==> config.mk <==
export PLATFORM = sky130hd
export DESIGN_NAME = spi_port
export DESIGN_NICKNAME = d
export VERILOG_FILES = /design/src/rtl/spi_port.sv
export SDC_FILE = /design/constraint.sdc
export NUM_CORES = 1
export LEC_CHECK = 0
export CAP_MARGIN = 5
export CORE_MARGIN = 5
export CORE_UTILIZATION = 25
export DETAILED_ROUTE_END_ITERATION = 8
export MAX_ROUTING_LAYER = met4
export PLACE_DENSITY = 0.55
export SYNTH_ARGS = -nofsm -noshare
export SYNTH_HDL_FRONTEND = slang
export SYNTH_SLANG_ARGS = --single-unit
==> constraint.sdc <==
create_clock -name sclk -period 4.2 [get_ports sclk]
set_input_delay 0.84 -clock sclk [delete_from_list [all_inputs] [get_ports sclk]]
set_output_delay 0.84 -clock sclk [all_outputs]
set_load 0.01 [all_outputs]
==> src/rtl/spi_port.sv <==
// SPI register-access slave: 16-bit instruction (R/Wn, byte count, start address) followed
// by data bytes; the address decrements after every byte and the parent supplies the register file.
module spi_port (
   input  logic        sclk,
   input  logic        reset,
   input  logic        csb,
   input  logic        sdi,
   output logic        sdo,
   output logic        sdo_en,
   output logic [12:0] Addr,
   output logic        WrStb,
   output logic [7:0]  WrData,
   input  logic [7:0]  RdData,
   output logic        FrameErr
);

   typedef enum logic [1:0] {INSTR, WRITE, READ, DONE} state_t;

   state_t      state_q, state_d;
   logic [3:0]  icnt_q, icnt_d;
   logic [2:0]  dcnt_q, dcnt_d;
   logic [1:0]  bcnt_q, bcnt_d;
   logic [14:0] ishift_q, ishift_d;
   logic [6:0]  dshift_q, dshift_d;
   logic [12:0] addr_q, addr_d;
   logic [1:0]  w_q, w_d;
   logic        ferr_q, ferr_d;

   always_comb begin
      state_d  = state_q;
      icnt_d   = icnt_q;
      dcnt_d   = dcnt_q;
      bcnt_d   = bcnt_q;
      ishift_d = ishift_q;
      dshift_d = dshift_q;
      addr_d   = addr_q;
      w_d      = w_q;
      ferr_d   = 1'b0;

      if (csb) begin
         // Counters still hold the last in-frame values here, so a partial word is visible.
         ferr_d  = (icnt_q != 4'd0) || (dcnt_q != 3'd0);
         state_d = INSTR;
         icnt_d  = 4'd0;
         dcnt_d  = 3'd0;
         bcnt_d  = 2'd0;
      end else begin
         case (state_q)
            INSTR: begin
               ishift_d = {ishift_q[13:0], sdi};
               icnt_d   = icnt_q + 4'd1;
               if (icnt_q == 4'd15) begin
                  addr_d  = {ishift_q[11:0], sdi};
                  w_d     = ishift_q[13:12];
                  dcnt_d  = 3'd0;
                  bcnt_d  = 2'd0;
                  state_d = ishift_q[14] ? READ : WRITE;
               end
            end
            WRITE, READ: begin
               dshift_d = {dshift_q[5:0], sdi};
               dcnt_d   = dcnt_q + 3'd1;
               if (dcnt_q == 3'd7) begin
                  addr_d = addr_q - 13'd1;
                  bcnt_d = bcnt_q + 2'd1;
                  // W=11 streams until csb rises; otherwise stop after W+1 bytes.
                  if ((w_q != 2'b11) && (bcnt_q == w_q))
                     state_d = DONE;
               end
            end
            DONE: begin
               state_d = DONE;
            end
            default: begin
               state_d = INSTR;
            end
         endcase
      end
   end

   always_ff @(posedge sclk) begin
      if (reset) begin
         state_q  <= INSTR;
         icnt_q   <= 4'd0;
         dcnt_q   <= 3'd0;
         bcnt_q   <= 2'd0;
         ishift_q <= 15'd0;
         dshift_q <= 7'd0;
         addr_q   <= 13'd0;
         w_q      <= 2'd0;
         ferr_q   <= 1'b0;
      end else begin
         state_q  <= state_d;
         icnt_q   <= icnt_d;
         dcnt_q   <= dcnt_d;
         bcnt_q   <= bcnt_d;
         ishift_q <= ishift_d;
         dshift_q <= dshift_d;
         addr_q   <= addr_d;
         w_q      <= w_d;
         ferr_q   <= ferr_d;
      end
   end

   assign Addr     = addr_q;
   assign FrameErr = ferr_q;
   assign WrStb    = (state_q == WRITE) && (dcnt_q == 3'd7) && !csb;
   assign WrData   = {dshift_q, sdi};
   assign sdo_en   = (state_q == READ) && !csb;
   assign sdo      = sdo_en & RdData[3'd7 - dcnt_q];

endmodule

# Word level (Yosys, flattened, before mapping)
# Index checks and enable logic that the tools add are counted.
# word_totals
in_bits	12
regBits	49
elab_cells	62
output_inout_bits	25
# classes
eq_ne	10
bitwise_logic	2
n_mux	15
n_reduce_logical	20
add_sub_neg	5
n_lt_le_gt_ge	1
# ops
op	count
13-bit 2-to-1 mux	2
13-bit one-hot mux with 2 select lines	1
13-bit by 1-bit subtractor with 13-bit output, second input constant	1
2-bit 2-to-1 mux	6
3-bit AND reduction	3
2-bit != test, second input constant	4
2-bit one-hot mux with 3 select lines	1
3-bit one-hot mux with 2 select lines	1
2-bit AND reduction	3
2-bit OR reduction	3
4-bit by 1-bit adder with 4-bit output, second input constant	1
2-bit == test, second input constant	2
4-bit == test, second input constant	1
1-bit logical AND	4
3-bit by 4-bit < comparator with 1-bit output, second input constant	1
2-bit one-hot mux with 2 select lines	1
4-bit AND reduction	1
4-bit nonzero test	1
3-bit by 1-bit adder with 3-bit output, second input constant	1
1-bit binary-select mux with 3-bit select	1
3-bit == test, second input constant	1
3-bit 2-to-1 mux	1
3-bit nonzero test	1
3-bit subtractor, first input constant	1
other kinds (10)	10

# Logic depth before layout (Yosys ltp)
# Gate-level depths: netlist (run 1).
# depth
depth_word	5
mapped_depth	8
depth_no_buf	6

# Worst setup path after synthesis (run 1)
# OpenSTA, ideal clock, no wires.
# synth_path
path_kind	input port to output port
from	input RdData[0]
to	output sdo
required_time_ns	3.360
arrival_time_ns	1.490
cell_stages	3
path_buffers	0
slack_ns	1.870
path_cell_list	mux4_2 > mux2i_1 > nor2b_1
# synth_between
elab_chain_len	3
# synth_lines
element	line_no	text
start, declared	13	input logic [7:0] RdData,
1-bit binary-select mux with 3-bit select	110	assign sdo = sdo_en & RdData[3'd7 - dcnt_q];
1-bit 2-to-1 mux (not written as such)	110	
1-bit AND	110	
end, declared	8	output logic sdo,
# Every way passes these cells. The select of a mux whose other input is x is not followed.

# Final worst setup path (run 1)
# layout_path
from	input RdData[1]
to	output sdo
# The elaborated chain is that of the path after synthesis.

==> impl_results.md, run 1 <==
* Crit Reg-Reg Startpoint: state_q[0]$_SDFFE_PP0P_
* Worst R2R Path Depth at 6
* Setup Skew at 0.0133 ns
* Post-synth EDFFs at 0
* R2r setup slk at 1.83 ns
* Cell taking the most area after synthesis: dfxtp_1
* Area of the die at 12,200 µm²
* Worst vdd ir at 0.108 mV
* Number of fill cells in the layout at 1,052
* Syn_area_per_cell at 8.41 µm²
* Area delta synth->final at 21.1%
* Layout Utilization at 31.1%
* Crit-path cells: clkdlybuf4s50_1 -> mux4_2 -> mux2i_1 -> nor2b_1 -> clkdlybuf4s50_1
* Tightest Hold Check Type: register to register
* DRC violations left at 0
* Row count at 36
* Pwr Total at 0.000795 W
* Core Footprint at 9770 µm²
* Most common flop cell mapped by yosys: dfxtp_1
* DP Area at 2950 µm²
* Hold worst-path end: ishift_q[10]$_SDFFE_PP0P_
* Share of cells above drive strength 1 at 6.75%
* Family with the most delay on the worst path: buffers and inverters
* WL final at 6270 µm
* Via count at 2,159
* ANT nets after route at 0
* Final slew viol count at 0
* Final Cycle Share at 78.6%
* I/O Pins at 37
* Yosys warns at 0
* Die width at 110 µm
* Pwr dens at 261 nW/µm²
* Worst-Skew Late Latency at 0.31 ns
* Count of unique library cells instantiated by Yosys at 54
* Cell area after synthesis at 2510 µm²
* Die Ht at 110 µm
* Max Root-Sink Buffers at 2
* Crit start category: input pin
* CP required at 3.36 ns
* Root Buffer Master: clkbuf_8
* Largest net degree at the start of global routing at 34
* Yosys top cell area share at 39.0%
* Initial DRT Pass Iterations at 4
* CP bufs+invs at 2
* Cts bufs inserted at 5
* # clock sinks at 49
* Sequential fraction of the synthesis area at 39.0%
* Minimum clock period at 3.30 ns
* H-tree Lvls at 2
* Number of port buffers at 36
* CP Class: input pin to output port
* Worst-margin pin slew at 1.03 ns
* Final Hold Viols at 0
* WL per Instance at 13.7 µm
* Post-CTS Hold Buffers at 0
* Setup violators final at 0
* DP HPWL at 4350 µm
* Max-cap viol count at 0
* Top cells by area, synth: dfxtp_1 (39%), nand2_1 (7.5%), a21oi_1 (7.0%)
* Reg-to-Reg End: Addr[8]$_SDFFE_PP0P_
* Total global routing track utilization at 10.6%
* Crit path max-delay cell type: clkdlybuf4s50_1
* First-pass GRT wire length at 10,100 µm
* CTS resizes at 0
* Syn nets at 321
* Clk slew on worst S/H paths at 0.10 ns
* Final instance area at 3040 µm²
* Initial core utilization at 25.7%
* FFs w/ async S/R, synth at 0%
* Initial DRC count at 110
* Fmax at 303 MHz
* Setup total negative slack at 0 ns
* Critical path peak fanout at 1
* Post-synth top cells: nand2_1 (50), dfxtp_1 (49), a21oi_1 (35)
* Top cell by count, worst path: clkdlybuf4s50_1
* CTS tree: yes
* GPL Wtd Cong at 0.808
* Post-CTS Setup Bufs at 0
* Seq cells post-synth at 49
* Initial antenna violation count at 0
* Gr ovfl total at 0
* DR vias/cell at 4.70
* Mapped Cells at 299
* Most frequent cell after synthesis: nand2_1
* Status: complete, no violations
* CP max stage delay at 0.49 ns
* Fin nets at 347
* Hold path cells at 2
* Worst EP arrival at 2.46 ns
* Number of global-route vias before repair at 2,048
* Antenna cells at 0
* Worst Min Path Start: ishift_q[9]$_SDFFE_PP0P_
* Crit. End Element: output port
* Leakage at 1.06 nW
* Worst rel slew slack at 31.2%
* RSZ-0062 raised after global routing: false
==> worst min-delay path, cell delays in order, from the launching register on <==
cell     delay [ns]
dfxtp_1        0.33
nand2_1        0.05
a21oi_1        0.05
==> metal layers <==
metal	track usage, %	share of wire [%]
met1	13.7	48
met2	16.5	45
met3	1.92	5.6
met4	3.96	1.6
met5	-	0
==> through the flow <==
step | cells | hold slack (ns) | setup slack (ns)
detailed placement | 451 | 0.459 | 0.870
global placement | 451 | 0.453 | 0.983
global route | 459 | 0.500 | 0.835
CTS | 459 | 0.456 | 0.870
finish | 459 | 0.456 | 0.898
floorplan | 299 | 0.441 | 1.87
==> worst max path at each step <==
| stage | startpoint | endpoint | depth (start not counted) |
|---|---|---|---|
| floorplan | RdData[0] | sdo | 3 |
| global placement | RdData[0] | sdo | 5 |
| detailed placement | RdData[1] | sdo | 5 |
| CTS | RdData[1] | sdo | 5 |
| global route | RdData[1] | sdo | 5 |
| finish | RdData[1] | sdo | 5 |
==> layout make-up <==
cell class | instances | area [µm²] | area share, %
clock buffer | 5 | 68.8 | 2.26
clock inverter | 3 | 22.5 | 0.740
inverter | 12 | 45.0 | 1.48
multi-input combinational | 219 | 1390 | 45.5
sequential | 49 | 981 | 32.2
tap | 133 | 166 | 5.47
timing repair buffer | 38 | 375 | 12.3
==> flip-flops by register name, summed over array words and instances, names as in the netlist <==
| signal | cells |
|---|---|
| ishift_q | 15 |
| Addr | 13 |
| dshift_q | 7 |
| icnt_q | 4 |
| dcnt_q | 3 |
| bcnt_q | 2 |
| state_q | 2 |
| w_q | 2 |
| FrameErr | 1 |
==> placed cells by master, fill, tap and decap left out, drive strengths merged, types with 2 or more instances in the layout <==
cell | synthesis | layout
nor2b | 11 | 11
inv | 12 | 12
nor2 | 19 | 19
o22ai | 3 | 3
buf | 10 | 2
nand2 | 50 | 50
nor4 | 5 | 5
dfxtp | 49 | 49
or4 | 2 | 2
mux4 | 2 | 2
xor2 | 3 | 3
nand2b | 3 | 3
ha | 10 | 10
clkinv | 0 | 3
mux2i | 10 | 10
o21ai | 16 | 16
nand3 | 6 | 6
nor3 | 7 | 7
or3 | 3 | 3
a21oi | 35 | 35
clkbuf | 9 | 5
mux2 | 2 | 2
a31oi | 4 | 4
a2bb2oi | 2 | 2
o211ai | 2 | 2
clkdlybuf4s50 | 0 | 36
==> cell families after synthesis <==
family | count (synthesis) | synth area share (%)
DFF | 49 | 39.0
xor gates and xnor gates | 4 | 1.39
and+or+nand+nor | 117 | 23.5
AOI/OAI and AO/OA | 74 | 18.5
adders and majority gates | 10 | 4.98
buffers and inverters | 31 | 5.87
muxes | 14 | 6.67
==> power breakdown <==
| group | internal, W | switching [W] | total [W] |
|---|---|---|---|
| registers | 0.000467 | 0.00000215 | 0.000469 |
| logic | 0.0000162 | 0.0000196 | 0.0000358 |
| clock network | 0.000119 | 0.000172 | 0.000291 |
(Power assumes the default switching activity.)
==> inputs of run 2 (changes only) <==
Settings changed: PLACE_DENSITY 0.55 to 0.56.
Clock period 4.2 ns to 2.8 ns, I/O delays scaled along.
==> run 2 against run 1 <==
Compared with the run above:
- cell count grew 1.3%
- cell area grew 2.1%
- wire length shrank 0.45%
- via count grew 2.3%
- sequential cell count is the same
- register-to-register slack lost 1.2 ns
- die area is the same
- non-clock buffer count grew 6
- largest power group unchanged
- utilization grew 0.67 points
- critical path depth is the same
- clock skew shrank 0.0049 ns
==> impl_results.md, run 2 (synthesis gave the netlist of run 1 again) <==
* Status: complete, no violations
* Max-cap viol count at 0 (unchanged)
* DP Area at 3000 µm² (+1.5%)
* Row count at 36 (unchanged)
* Largest net degree at the start of global routing at 40 (+18%)
* Final slew viol count at 0 (unchanged)
* Worst EP arrival at 2.14 ns (-0.32 ns)
* Total global routing track utilization at 10.8% (+0.21 points)
* R2r setup slk at 0.64 ns (-1.19 ns)
* CP Class: input pin to output port
* CP Capture Point: sdo
* Most flops, register: ishift_q
* CTS tree: yes
* Setup violators final at 0 (unchanged)
* Worst-Skew Late Latency at 0.31 ns (about the same)
* CTS resizes at 0 (unchanged)
* Most common cell after layout, fill and taps aside: nand2_1
* Clk slew on worst S/H paths at 0.10 ns (about the same)
* RSZ-0062 raised after global routing: false
* Worst vdd ir at 0.175 mV (+62%)
* Worst Min Path Start: ishift_q[9]$_SDFFE_PP0P_
* ANT nets after route at 0 (unchanged)
* Most frequent cells in the layout: nand2_1 (50), dfxtp_1 (49), clkdlybuf4s50_1 (36)
* Reg-to-Reg End: Addr[4]$_SDFFE_PP0P_
* Final instance area at 3110 µm² (+2.1%)
* Worst slack, placed at 0.0860 ns (-0.784 ns)
* Initial DRC count at 162 (+47%)
* CP required at 2.24 ns (-1.12 ns)
* Leakage at 1.10 nW (+3.3%)
* GPL Wtd Cong at 0.769 (-4.8%)
* Setup total negative slack at 0 ns (unchanged)
* Setup ws final at 0.0998 ns (-0.798 ns)
* Core Footprint at 9770 µm² (unchanged)
* WL final at 6240 µm (-0.45%)
* Setup Skew at 0.00839 ns (-0.00493 ns)
* Worst-margin pin slew at 0.636 ns (-0.394 ns)
* H-tree Lvls at 2 (unchanged)
* Critical path peak fanout at 1 (unchanged)
* Gr ovfl total at 0 (unchanged)
* Cts bufs inserted at 5 (unchanged)
* Fin nets at 353 (+1.7%)
* Root Buffer Master: clkbuf_8
* Pwr dens at 412 nW/µm² (+58%)
* Initial DRT Pass Iterations at 4 (unchanged)
* Number of fill cells in the layout at 1,031 (-2.0%)
* # clock sinks at 49 (unchanged)
* DP HPWL at 4400 µm (+0.96%)
* I/O Pins at 37 (unchanged)
* Antenna cells at 0 (unchanged)
* Die Ht at 110 µm (unchanged)
* Post-CTS Hold Buffers at 0 (unchanged)
* Worst R2R Path Depth at 6 (unchanged)
* Final Hold Viols at 0 (unchanged)
* Post-CTS Setup Bufs at 0 (unchanged)
* CP Launch Point: RdData[0]
* Worst rel slew slack at 57.1% (+26 points)
* DR vias/cell at 4.75 (+0.95%)
* Largest register FFs at 15 (unchanged)
* Initial antenna violation count at 0 (unchanged)
* Fin cells at 465 (+1.3%)
* Crit start category: input pin
* Post-placement cell count at 457 (+1.3%)
* Via count at 2,208 (+2.3%)
* Max Root-Sink Buffers at 2 (unchanged)
* Die width at 110 µm (unchanged)
* Crit Reg-Reg Startpoint: state_q[0]$_SDFFE_PP0P_
* First-pass GRT wire length at 10,200 µm (+0.89%)
* Initial core utilization at 25.7% (unchanged)
* WL per Instance at 13.4 µm (-1.7%)
* Area delta synth->final at 23.7%
* Area of the die at 12,200 µm² (unchanged)
* Minimum clock period at 2.70 ns
* Number of global-route vias before repair at 2,052 (+0.20%)
* Share of cells above drive strength 1 at 8.13% (+1.4 points)
* Final Cycle Share at 96.4%
* Fmax at 370 MHz
* Number of port buffers at 36 (unchanged)
* Crit. End Element: output port
* DRC violations left at 0 (unchanged)
* Tightest Hold Check Type: register to register
run 2: changes by cell type in the layout (fill, tap and decap cells not counted):
cell / before / now
buf_4: 2 / 8
clkinv_2: 1 / 0
clkinv_4: 2 / 1
clkbuf_1: 0 / 1
bufinv_16: 0 / 1
run 2: worst min path at each step:
stage,to,slack [ns],cells after the start
3_5_place_dp,ishift_q[10]$_SDFFE_PP0P_,0.45,2
3_3_place_gp,ishift_q[10]$_SDFFE_PP0P_,0.46,2
5_1_grt,ishift_q[11]$_SDFFE_PP0P_,0.49,2
4_1_cts,ishift_q[11]$_SDFFE_PP0P_,0.47,2
6_report,ishift_q[9]$_SDFFE_PP0P_,0.48,2
2_1_floorplan,ishift_q[4]$_SDFFE_PP0P_,0.44,2
run 2: metrics by stage:
| step | hold slack [ns] | utilization (%) | total power (W) |
|---|---|---|---|
| floorplan | 0.441 | - | 0.000747 |
| detailed placement | 0.455 | 30.7 | 0.000778 |
| finish | 0.475 | 31.8 | 0.00128 |
| CTS | 0.471 | 31.8 | 0.00129 |
| global placement | 0.456 | 30.7 | 0.000776 |
| global route | 0.490 | 31.8 | 0.00133 |
run 2: metal layers:
layer  part of all wire, %  up-vias  track usage, %
met5                     0        -               -
met1                    47     1047            14.1
met4                   1.5        0            3.52
met2                    46       42            17.1
met3                   5.6        6            1.69
li1                      -     1113               -
run 2: worst max-delay path, stage by stage:
cell and delay [ns]:
clkdlybuf4s50_1 0.41, mux4_2 0.48, mux2i_1 0.16, nor2b_1 0.06, clkdlybuf4s50_1 0.47
run 2: layout make-up:
| class | instances | area, µm² | area share (%) |
|---|---|---|---|
| multi-input combinational | 219 | 1390 | 44.5 |
| inverter | 12 | 45.0 | 1.45 |
| timing repair buffer | 44 | 420 | 13.5 |
| clock buffer | 6 | 72.6 | 2.33 |
| tap | 133 | 166 | 5.35 |
| clock inverter | 2 | 38.8 | 1.25 |
| sequential | 49 | 981 | 31.5 |
run 2: power by group:
group | internal (W) | leakage [nW] | switching (W)
clock | 0.000269 | 0.0554 | 0.000250
sequential | 0.000700 | 0.395 | 0.00000315
combinational | 0.0000271 | 0.646 | 0.0000305
total | 0.000996 | 1.10 | 0.000284
==> inputs of run 3 (changes only) <==
Settings changed: CORE_UTILIZATION 25 to 49, PLACE_DENSITY 0.56 to 0.88.
==> run 3 against run 2 <==
Compared with the run above:
- global-route usage rose by 7.6 points
- largest cell class unchanged
- sequential power barely moved
- clock skew fell by 0.0015 ns
- critical path depth did not move
- cell area fell by 3.5%
- largest power group unchanged
- highest routed layer unchanged
- power fell by 6.3%
==> impl_results.md, run 3 (synthesis gave the netlist of run 1 again) <==
* Status: complete, no violations
* Crit Reg-Reg Startpoint: state_q[1]$_SDFFE_PP0P_
* GPL Wtd Cong at 0.825 (+7.3%)
* Reg-to-Reg End: Addr[10]$_SDFFE_PP0P_
* # clock sinks at 49 (unchanged)
* Root Buffer Master: clkbuf_8
* Layout Utilization at 59.5% (+28 points)
* Antenna cells at 0 (unchanged)
* Worst vdd ir at 0.182 mV (+3.8%)
* R2r setup slk at 0.69 ns (+0.05 ns)
* Final slew viol count at 0 (unchanged)
* Initial DRT Pass Iterations at 4 (unchanged)
* CTS tree: yes
* Crit. End Element: output port
* Setup violators final at 0 (unchanged)
* Fin cells at 400 (-14%)
* Most common cell after layout, fill and taps aside: nand2_1
* RSZ-0062 raised after global routing: false
* WL per Instance at 13.9 µm (+3.9%)
* Die width at 81.6 µm (-26%)
* Setup total negative slack at 0 ns (unchanged)
* Minimum clock period at 2.64 ns (-0.0569 ns)
* H-tree Lvls at 2 (unchanged)
* Pwr Total at 0.00120 W (-6.3%)
* Max Root-Sink Buffers at 2 (unchanged)
* Initial core utilization at 49.9% (+24 points)
* ANT nets after route at 0 (unchanged)
* Area delta synth->final at 19.4%
* Number of fill cells in the layout at 447 (-57%)
* I/O Pins at 37 (unchanged)
* Initial antenna violation count at 0 (unchanged)
* Area of the die at 6660 µm² (-45%)
* Gr ovfl total at 0 (unchanged)
* Post-CTS Hold Buffers at 0 (unchanged)
* Worst Min Path Start: ishift_q[8]$_SDFFE_PP0P_
* Number of global-route vias before repair at 2,055 (+0.15%)
* Total global routing track utilization at 18.4% (+7.6 points)
* Row count at 26 (-28%)
* DP HPWL at 3870 µm (-12%)
* Max-cap viol count at 0 (unchanged)
* Clk slew on worst S/H paths at 0.09 ns (about the same)
* Final Hold Viols at 0 (unchanged)
* Most flops, register: ishift_q
* DR vias/cell at 5.56 (+17%)
* Crit start category: input pin
* Die Ht at 81.6 µm (-26%)
* Worst R2R Path Depth at 7 (+1)
* Worst-margin pin slew at 0.714 ns (+0.0778 ns)
* Initial DRC count at 202 (+25%)
* Most frequent cells in the layout: nand2_1 (50), dfxtp_1 (49), clkdlybuf4s50_1 (36)
* Via count at 2,222 (+0.63%)
* Hold worst-path end: ishift_q[9]$_SDFFE_PP0P_
* Critical path peak fanout at 1 (unchanged)
* Post-placement cell count at 392 (-14%)
* Largest register FFs at 15 (unchanged)
* Worst-Skew Late Latency at 0.30 ns (about the same)
* Fin nets at 351 (-0.57%)
* Tightest Hold Check Type: register to register
* CP Class: input pin to output port
* Post-CTS Setup Bufs at 0 (unchanged)
* Hold path cells at 2 (unchanged)
* Pwr dens at 400 nW/µm² (-2.9%)
* CTS resizes at 0 (unchanged)
* Cts bufs inserted at 5 (unchanged)
* WL final at 5580 µm (-11%)
* First-pass GRT wire length at 9290 µm (-8.7%)
* Share of cells above drive strength 1 at 7.88% (-0.25 points)
* Largest net degree at the start of global routing at 40 (unchanged)
* Worst EP arrival at 2.08 ns (-0.06 ns)
* CP required at 2.24 ns (about the same)
* Leakage at 1.08 nW (-1.2%)
* Final Cycle Share at 94.4% (-2.0 points)
* DRC violations left at 0 (unchanged)
* Fmax at 378 MHz (+2.2%)
* Core Footprint at 5040 µm² (-48%)
* Worst rel slew slack at 51.8% (-5.3 points)
* CP Launch Point: RdData[1]
* Number of port buffers at 36 (unchanged)
* Setup Skew at 0.00686 ns (-0.00153 ns)
==> run 3: worst max-delay path, cell delays in order <==
cell	delay (ns)
clkdlybuf4s50_1	0.40
mux4_2	0.45
mux2i_1	0.14
nor2b_1	0.06
clkdlybuf4s50_1	0.47
==> run 3: layer usage <==
metal | up-vias | track usage [%] | routed length, µm
met4 | 0 | 7.14 | 65
met5 | - | - | 0
li1 | 1107 | - | -
met2 | 76 | 29.2 | 2690
met3 | 5 | 4.61 | 359
met1 | 1034 | 22.5 | 2470
==> run 3: metrics by stage <==
stage / worst slack, ns / cell area, µm² / hold slack (ns)
6_report: 0.157 / 3000 / 0.473
5_1_grt: 0.0881 / 3000 / 0.498
4_1_cts: 0.147 / 3000 / 0.476
3_5_place_dp: 0.141 / 2900 / 0.461
3_3_place_gp: 0.154 / 2900 / 0.453
2_1_floorplan: 0.961 / 2510 / 0.441
==> run 3: layout make-up <==
cell class,instances,area [µm²],area share (%)
flip-flops and latches,49,981,32.7
well taps,70,87.6,2.92
inverters,12,45.0,1.50
multi-input cells,219,1390,46.2
repair buffers,42,405,13.5
clock buffers,6,82.6,2.75
clock inverters,2,13.8,0.459
==> run 3: how the worst max path moves through the flow <==
stage | endpoint | slack (ns) | depth (start not counted)
final | sdo | 0.16 | 5
after CTS | sdo | 0.15 | 5
after floorplan | Addr[9]$_SDFFE_PP0P_ | 0.96 | 7
after detailed placement | sdo | 0.14 | 5
after global routing | sdo | 0.09 | 5
after global placement | sdo | 0.15 | 5
==> run 3: power breakdown <==
group	leakage, nW	internal [W]	switching (W)
clock network	0.0512	0.000201	0.000240
registers	0.395	0.000700	0.00000307
logic	0.637	0.0000263	0.0000294
==> variant 1 (flow settings as in run 3) <==
Remove the register `ferr_q`: a continuous assignment takes its place, so the output `FrameErr` follows one clock earlier.
--- a/src/rtl/spi_port.sv
+++ b/src/rtl/spi_port.sv
@@ -88,7 +88,6 @@
          dshift_q <= 7'd0;
          addr_q   <= 13'd0;
          w_q      <= 2'd0;
-         ferr_q   <= 1'b0;
       end else begin
          state_q  <= state_d;
          icnt_q   <= icnt_d;
@@ -98,9 +97,10 @@
          dshift_q <= dshift_d;
          addr_q   <= addr_d;
          w_q      <= w_d;
-         ferr_q   <= ferr_d;
       end
    end
+
+   assign ferr_q = ferr_d;
 
    assign Addr     = addr_q;
    assign FrameErr = ferr_q;
Check against the original RTL: not equivalent (a bounded check fails within 4 cycles, from zero or initial values and one cycle with reset high).
==> variant 1 against run 3 <==
  * Power decreased by 2.5%
  * Final area decreased by 1.1%
  * Synthesized area decreased by 0.90%
  * Worst setup slack got worse by 62 ps
  * Sequential cell count decreased by 1
  * Die area decreased by 0.79%
  * Maximum frequency decreased by 2.3%
  * Clock skew increased by 1.6 ps
  * Core utilization decreased by 0.26 points
  * Wire length increased by 2.0%
  * Largest cell class unchanged
==> variant 1: results (changes against run 3) <==
[status]
status = completed  ; unchanged

[setup_path]
r2r-end = w_q[0]  ; was Addr[10]
critPathArrivalTime_ps = 2150  ; was 2080 ps
rr_worst_depth = 6  ; was 7
rrSetupSlack_ps = 660  ; was 690 ps
reg2reg_from = state_q[0]  ; was state_q[1]

[global_routing]
grt_max_degree = 39  ; was 40
grt_pass1_vias = 2005  ; was 2,055
track_usage_pct = 18.66  ; was 18.38%

[timing]
fin_skew_ps = 8.452  ; was 6.862 ps
fin_crit_ps = 2706  ; was 2643 ps
fin_hold_ws_ps = 468.2  ; was 473.2 ps
tightest_slew_ps = 697.1  ; was 713.6 ps

[detailed_routing]
num_vias = 2183  ; was 2,222
wl_per_cell_um = 14.30  ; was 13.95 um

[logic_synthesis]
ys_top_cells_by_count = nand2_1, dfxtp_1, a21oi_1  ; unchanged
syn_nets = 320  ; was 321
synth-seq-area-share_pct = 38.57  ; was 39.02%
synthTopCellsByArea = dfxtp_1, nand2_1, a21oi_1, ha_1, mux2i_1  ; unchanged
avgSynthCellArea_sq_um = 8.360  ; was 8.407 sq um
synth.distinct_cells = 53  ; was 54

[hold_path]
min_from = ishift_q[14]  ; was ishift_q[8]
hold_end = ishift_q[14]  ; was ishift_q[9]

[power]
swShare_pct = 21.92  ; was 22.71%
irDropWorstVdd_uv = 203.4  ; was 181.7 uV

[place]
placedCellCount = 390  ; was 392
place_hpwl_mm = 3.996  ; was 3.865 mm
place_congestion = 0.8225  ; was 0.8251

[variant 1: cell types whose count changed in the layout (fill, tap and decap cells not counted)]
cell and delta:
clkbuf_1 +1, a311oi_1 -1, dfxtp_1 -1, clkinv_2 -1, a31oi_1 +1, buf_4 -1
clkinv_4 -1, clkinvlp_4 +1
[variant 1: layer usage]
metal / track usage [%] / part of all wire, %
met1: 22.81 / 44
met2: 30.21 / 48
met3: 4.213 / 6.4
met4: 6.419 / 1.3
met5: - / 0
[variant 1: area by class of cell]
class	count	area, sq um	share of cell area (%)
clock buffers	7	86.33	2.909
repair buffers	41	397.9	13.41
flip-flops and latches	48	960.9	32.38
clock inverters	1	7.507	0.2530
inverters	12	45.04	1.518
well taps	70	87.58	2.951
multi-input cells	219	1383	46.59
[variant 1: worst max-delay path: stages]
cell and delay [ps]:
clkdlybuf4s50_1 430, mux4_2 470, mux2i_1 150, nor2b_1 60
clkdlybuf4s50_1 470
[variant 1: power groups by stage]
stage	Clock [W]	Combinational, W	Sequential [W]
2_1_floorplan	0	0.0000286	0.000703
3_3_place_gp	0	0.0000545	0.000704
3_5_place_dp	0	0.0000558	0.000704
4_1_cts	0.000433	0.0000562	0.000688
5_1_grt	0.000465	0.0000604	0.000689
6_report	0.000424	0.0000562	0.000688
[variant 1: cell families after synthesis]
family	after synthesis	share of synthesized area, %
XOR/XNOR	4	1.407
AO/OA/AOI/OAI	74	18.58
AND/OR/NAND/NOR	117	23.76
multiplexers	14	6.730
adder cells (fa/ha/maj)	10	5.023
buffers and inverters	31	5.927
flip-flops	48	38.57
[variant 1: metrics by stage]
stage	utilization, %	instance area [sq um]
floorplan	-	2491
global placement	57.37	2874
detailed placement	57.37	2874
CTS	59.24	2968
global route	59.24	2968
finish	59.24	2968
==> variant 2 (flow settings as in run 3) <==
Without the edit above. Take the reset off `addr_q` and load it in a clocked block of its own.
--- a/src/rtl/spi_port.sv
+++ b/src/rtl/spi_port.sv
@@ -86,7 +86,6 @@
          bcnt_q   <= 2'd0;
          ishift_q <= 15'd0;
          dshift_q <= 7'd0;
-         addr_q   <= 13'd0;
          w_q      <= 2'd0;
          ferr_q   <= 1'b0;
       end else begin
@@ -96,10 +95,13 @@
          bcnt_q   <= bcnt_d;
          ishift_q <= ishift_d;
          dshift_q <= dshift_d;
-         addr_q   <= addr_d;
          w_q      <= w_d;
          ferr_q   <= ferr_d;
       end
+   end
+
+   always_ff @(posedge sclk) begin
+      addr_q <= addr_d;
    end
 
    assign Addr     = addr_q;
Check against the original RTL: no difference found for any inputs over 10 cycles, from zero or initial values and one cycle with reset high; that may be too few to reach the edited logic, so the function may still have changed.
==> variant 2 against run 3 <==
  * Worst setup slack got worse by 28 ps
  * Final area shrank 2.3%
  * Global-route usage fell by 1.4 points
  * Synthesized area decreased by 4.3%
  * Wire length down 10%
  * Sequential cell count stayed put
  * Power grew 6.3%
  * Largest cell class unchanged
  * Highest routed layer unchanged
==> variant 2: results (changes against run 3) <==
[cells_and_area]
regMostFlops = ishift_q  ; unchanged
antennaDiodeCount = 0  ; unchanged
largest_register_ffs = 15  ; unchanged
fillers = 419  ; was 447
fin_nets = 322  ; was 351
drive_gt1_share_pct = 6.312  ; was 7.879%

[logic_synthesis]
syn_nets = 289  ; was 321
ys_top_cells_by_count = nand2_1, dfxtp_1, a21oi_1  ; unchanged
synth-seq-area-share_pct = 46.20  ; was 39.02%
synth-edff-count = 13  ; was 0
synthTopCellsByArea = dfxtp_1, edfxtp_1, nand2_1, a21oi_1, ha_1  ; was dfxtp_1, nand2_1, a21oi_1, ha_1, mux2i_1
yosysWarnings = 0  ; unchanged
synth.distinct_cells = 37  ; was 54
synth_top_flop_cell = dfxtp_1  ; unchanged
async_reset_ff_share_pct = 0  ; unchanged

[power]
swShare_pct = 20.38  ; was 22.71%
irDropWorstVdd_uv = 251.4  ; was 181.7 uV
p_leak_nw = 1.072  ; was 1.083 nW

[setup_path]
slowest_stage = clkdlybuf4s50_1  ; unchanged
critPathMaxStageDelay_ps = 470  ; about the same
critPathArrivalTime_ps = 2110  ; was 2080 ps
rr_worst_depth = 6  ; was 7
cp_max_fo = 1  ; unchanged
reg2reg_from = state_q[0]  ; was state_q[1]
crit_family = buffers and inverters  ; unchanged
r2r-end = dcnt_q[2]  ; was Addr[10]
rrSetupSlack_ps = 650  ; was 690 ps

[global_routing]
grt_pass1_vias = 1908  ; was 2,055
grt_use_met1_pct = 20.01  ; was 22.48%
met2_usage_pct = 27.90  ; was 29.15%
grt_pass1_wl_mm = 8.459  ; was 9.287 mm
grt_max_degree = 30  ; was 40
track_usage_pct = 16.95  ; was 18.38%
antenna_found_initial = 0  ; unchanged
use_met3_pct = 3.812  ; was 4.605%

[place]
portBuffers = 36  ; unchanged
place_hpwl_mm = 3.563  ; was 3.865 mm
place_congestion = 0.7944  ; was 0.8251

[hold_path]
min_from = ishift_q[6]  ; was ishift_q[8]
whs_path_depth = 2  ; unchanged
worstHoldPathType = flip-flop to flip-flop  ; unchanged
hold_end = ishift_q[7]  ; was ishift_q[9]

[status]
status = completed  ; unchanged

[timing]
tightest_slew_ps = 641.1  ; was 713.6 ps
fin_skew_ps = 5.837  ; was 6.862 ps

[clock_network]
cts_root_buf = clkbuf_8  ; unchanged
cts_resized = 0  ; unchanged
clk_pin_slew_ps = 90  ; about the same
cts_max_path_buffers = 2  ; unchanged
post_cts_buffers = 0  ; unchanged
cts_buffers = 5  ; unchanged
insertion_delay_ps = 300  ; about the same
htree_levels = 2  ; unchanged

[detailed_routing]
wl_per_cell_um = 13.61  ; was 13.95 um
drt_pass1_iterations = 4  ; unchanged
drt_iter0_markers = 112  ; was 202
num_vias = 1952  ; was 2,222

[variant 2: cell types whose count changed after synthesis, sizes merged, moves of 6 or more]
cell,delta
buf,-6
xor2,+8
dfxtp,-13
edfxtp,+13
o21ai,-12
nor2b,-9
nor2,+11
[variant 2: kinds of logic after synthesis]
group / synth area share (%)
buffers and inverters: 4.059
AND/OR/NAND/NOR: 19.15
flip-flops: 46.20
XOR/XNOR: 5.463
adder cells (fa/ha/maj): 5.203
multiplexers: 7.856
AO/OA/AOI/OAI: 12.07
[variant 2: layout make-up]
cell class | count | area [sq um] | share of cell area [%]
tap | 67 | 83.83 | 2.858
clock inverter | 3 | 41.29 | 1.408
sequential | 49 | 1111 | 37.88
multi-input combinational | 193 | 1196 | 40.79
clock buffer | 5 | 68.82 | 2.346
inverter | 11 | 41.29 | 1.408
timing repair buffer | 40 | 390.4 | 13.31
[variant 2: stage by stage]
| stage | setup slack, ps | hold slack, ps | instance area [sq um] | util, % | instances |
|---|---|---|---|---|---|
| after floorplan | 434.9 | 445.3 | 2405 | - | 267 |
| after global placement | 163.8 | 457.3 | 2823 | 59.37 | 360 |
| after detailed placement | 105.1 | 458.7 | 2823 | 59.37 | 360 |
| after CTS | 105.1 | 472.2 | 2933 | 61.68 | 368 |
| after global routing | 49.41 | 506.0 | 2933 | 61.68 | 368 |
| final | 128.2 | 473.0 | 2933 | 61.68 | 368 |
[variant 2: power groups by stage]
stage | logic, W | registers [W] | clock network, W
after floorplan | 0.0000266 | 0.000745 | 0
after global placement | 0.0000499 | 0.000745 | 0
after global routing | 0.0000571 | 0.000730 | 0.000537
after CTS | 0.0000517 | 0.000729 | 0.000506
final | 0.0000515 | 0.000729 | 0.000494
after detailed placement | 0.0000514 | 0.000746 | 0
[variant 2: worst reg2reg max path, stage by stage, from the launching register on]
cell	delay [ps]
dfxtp_1	390
inv_1	80
ha_1	550
buf_4	380
mux2_2	390
a32oi_1	170
a21oi_1	90
[variant 2: how the worst max path moves through the flow]
stage	start	endpoint	slack (ps)
after floorplan	dcnt_q[1]	Addr[0]	430
after global placement	RdData[0]	sdo	160
after detailed placement	RdData[0]	sdo	110
after CTS	RdData[0]	sdo	110
after global routing	RdData[0]	sdo	50
final	RdData[0]	sdo	130
[variant 2: routing by layer]
layer | share of wire (%) | vias to the layer above | wire (um)
met5 | 0 | - | 0
met2 | 49 | 62 | 2459
li1 | - | 980 | -
met3 | 5.4 | 9 | 268
met4 | 2.0 | 0 | 99
met1 | 44 | 901 | 2180
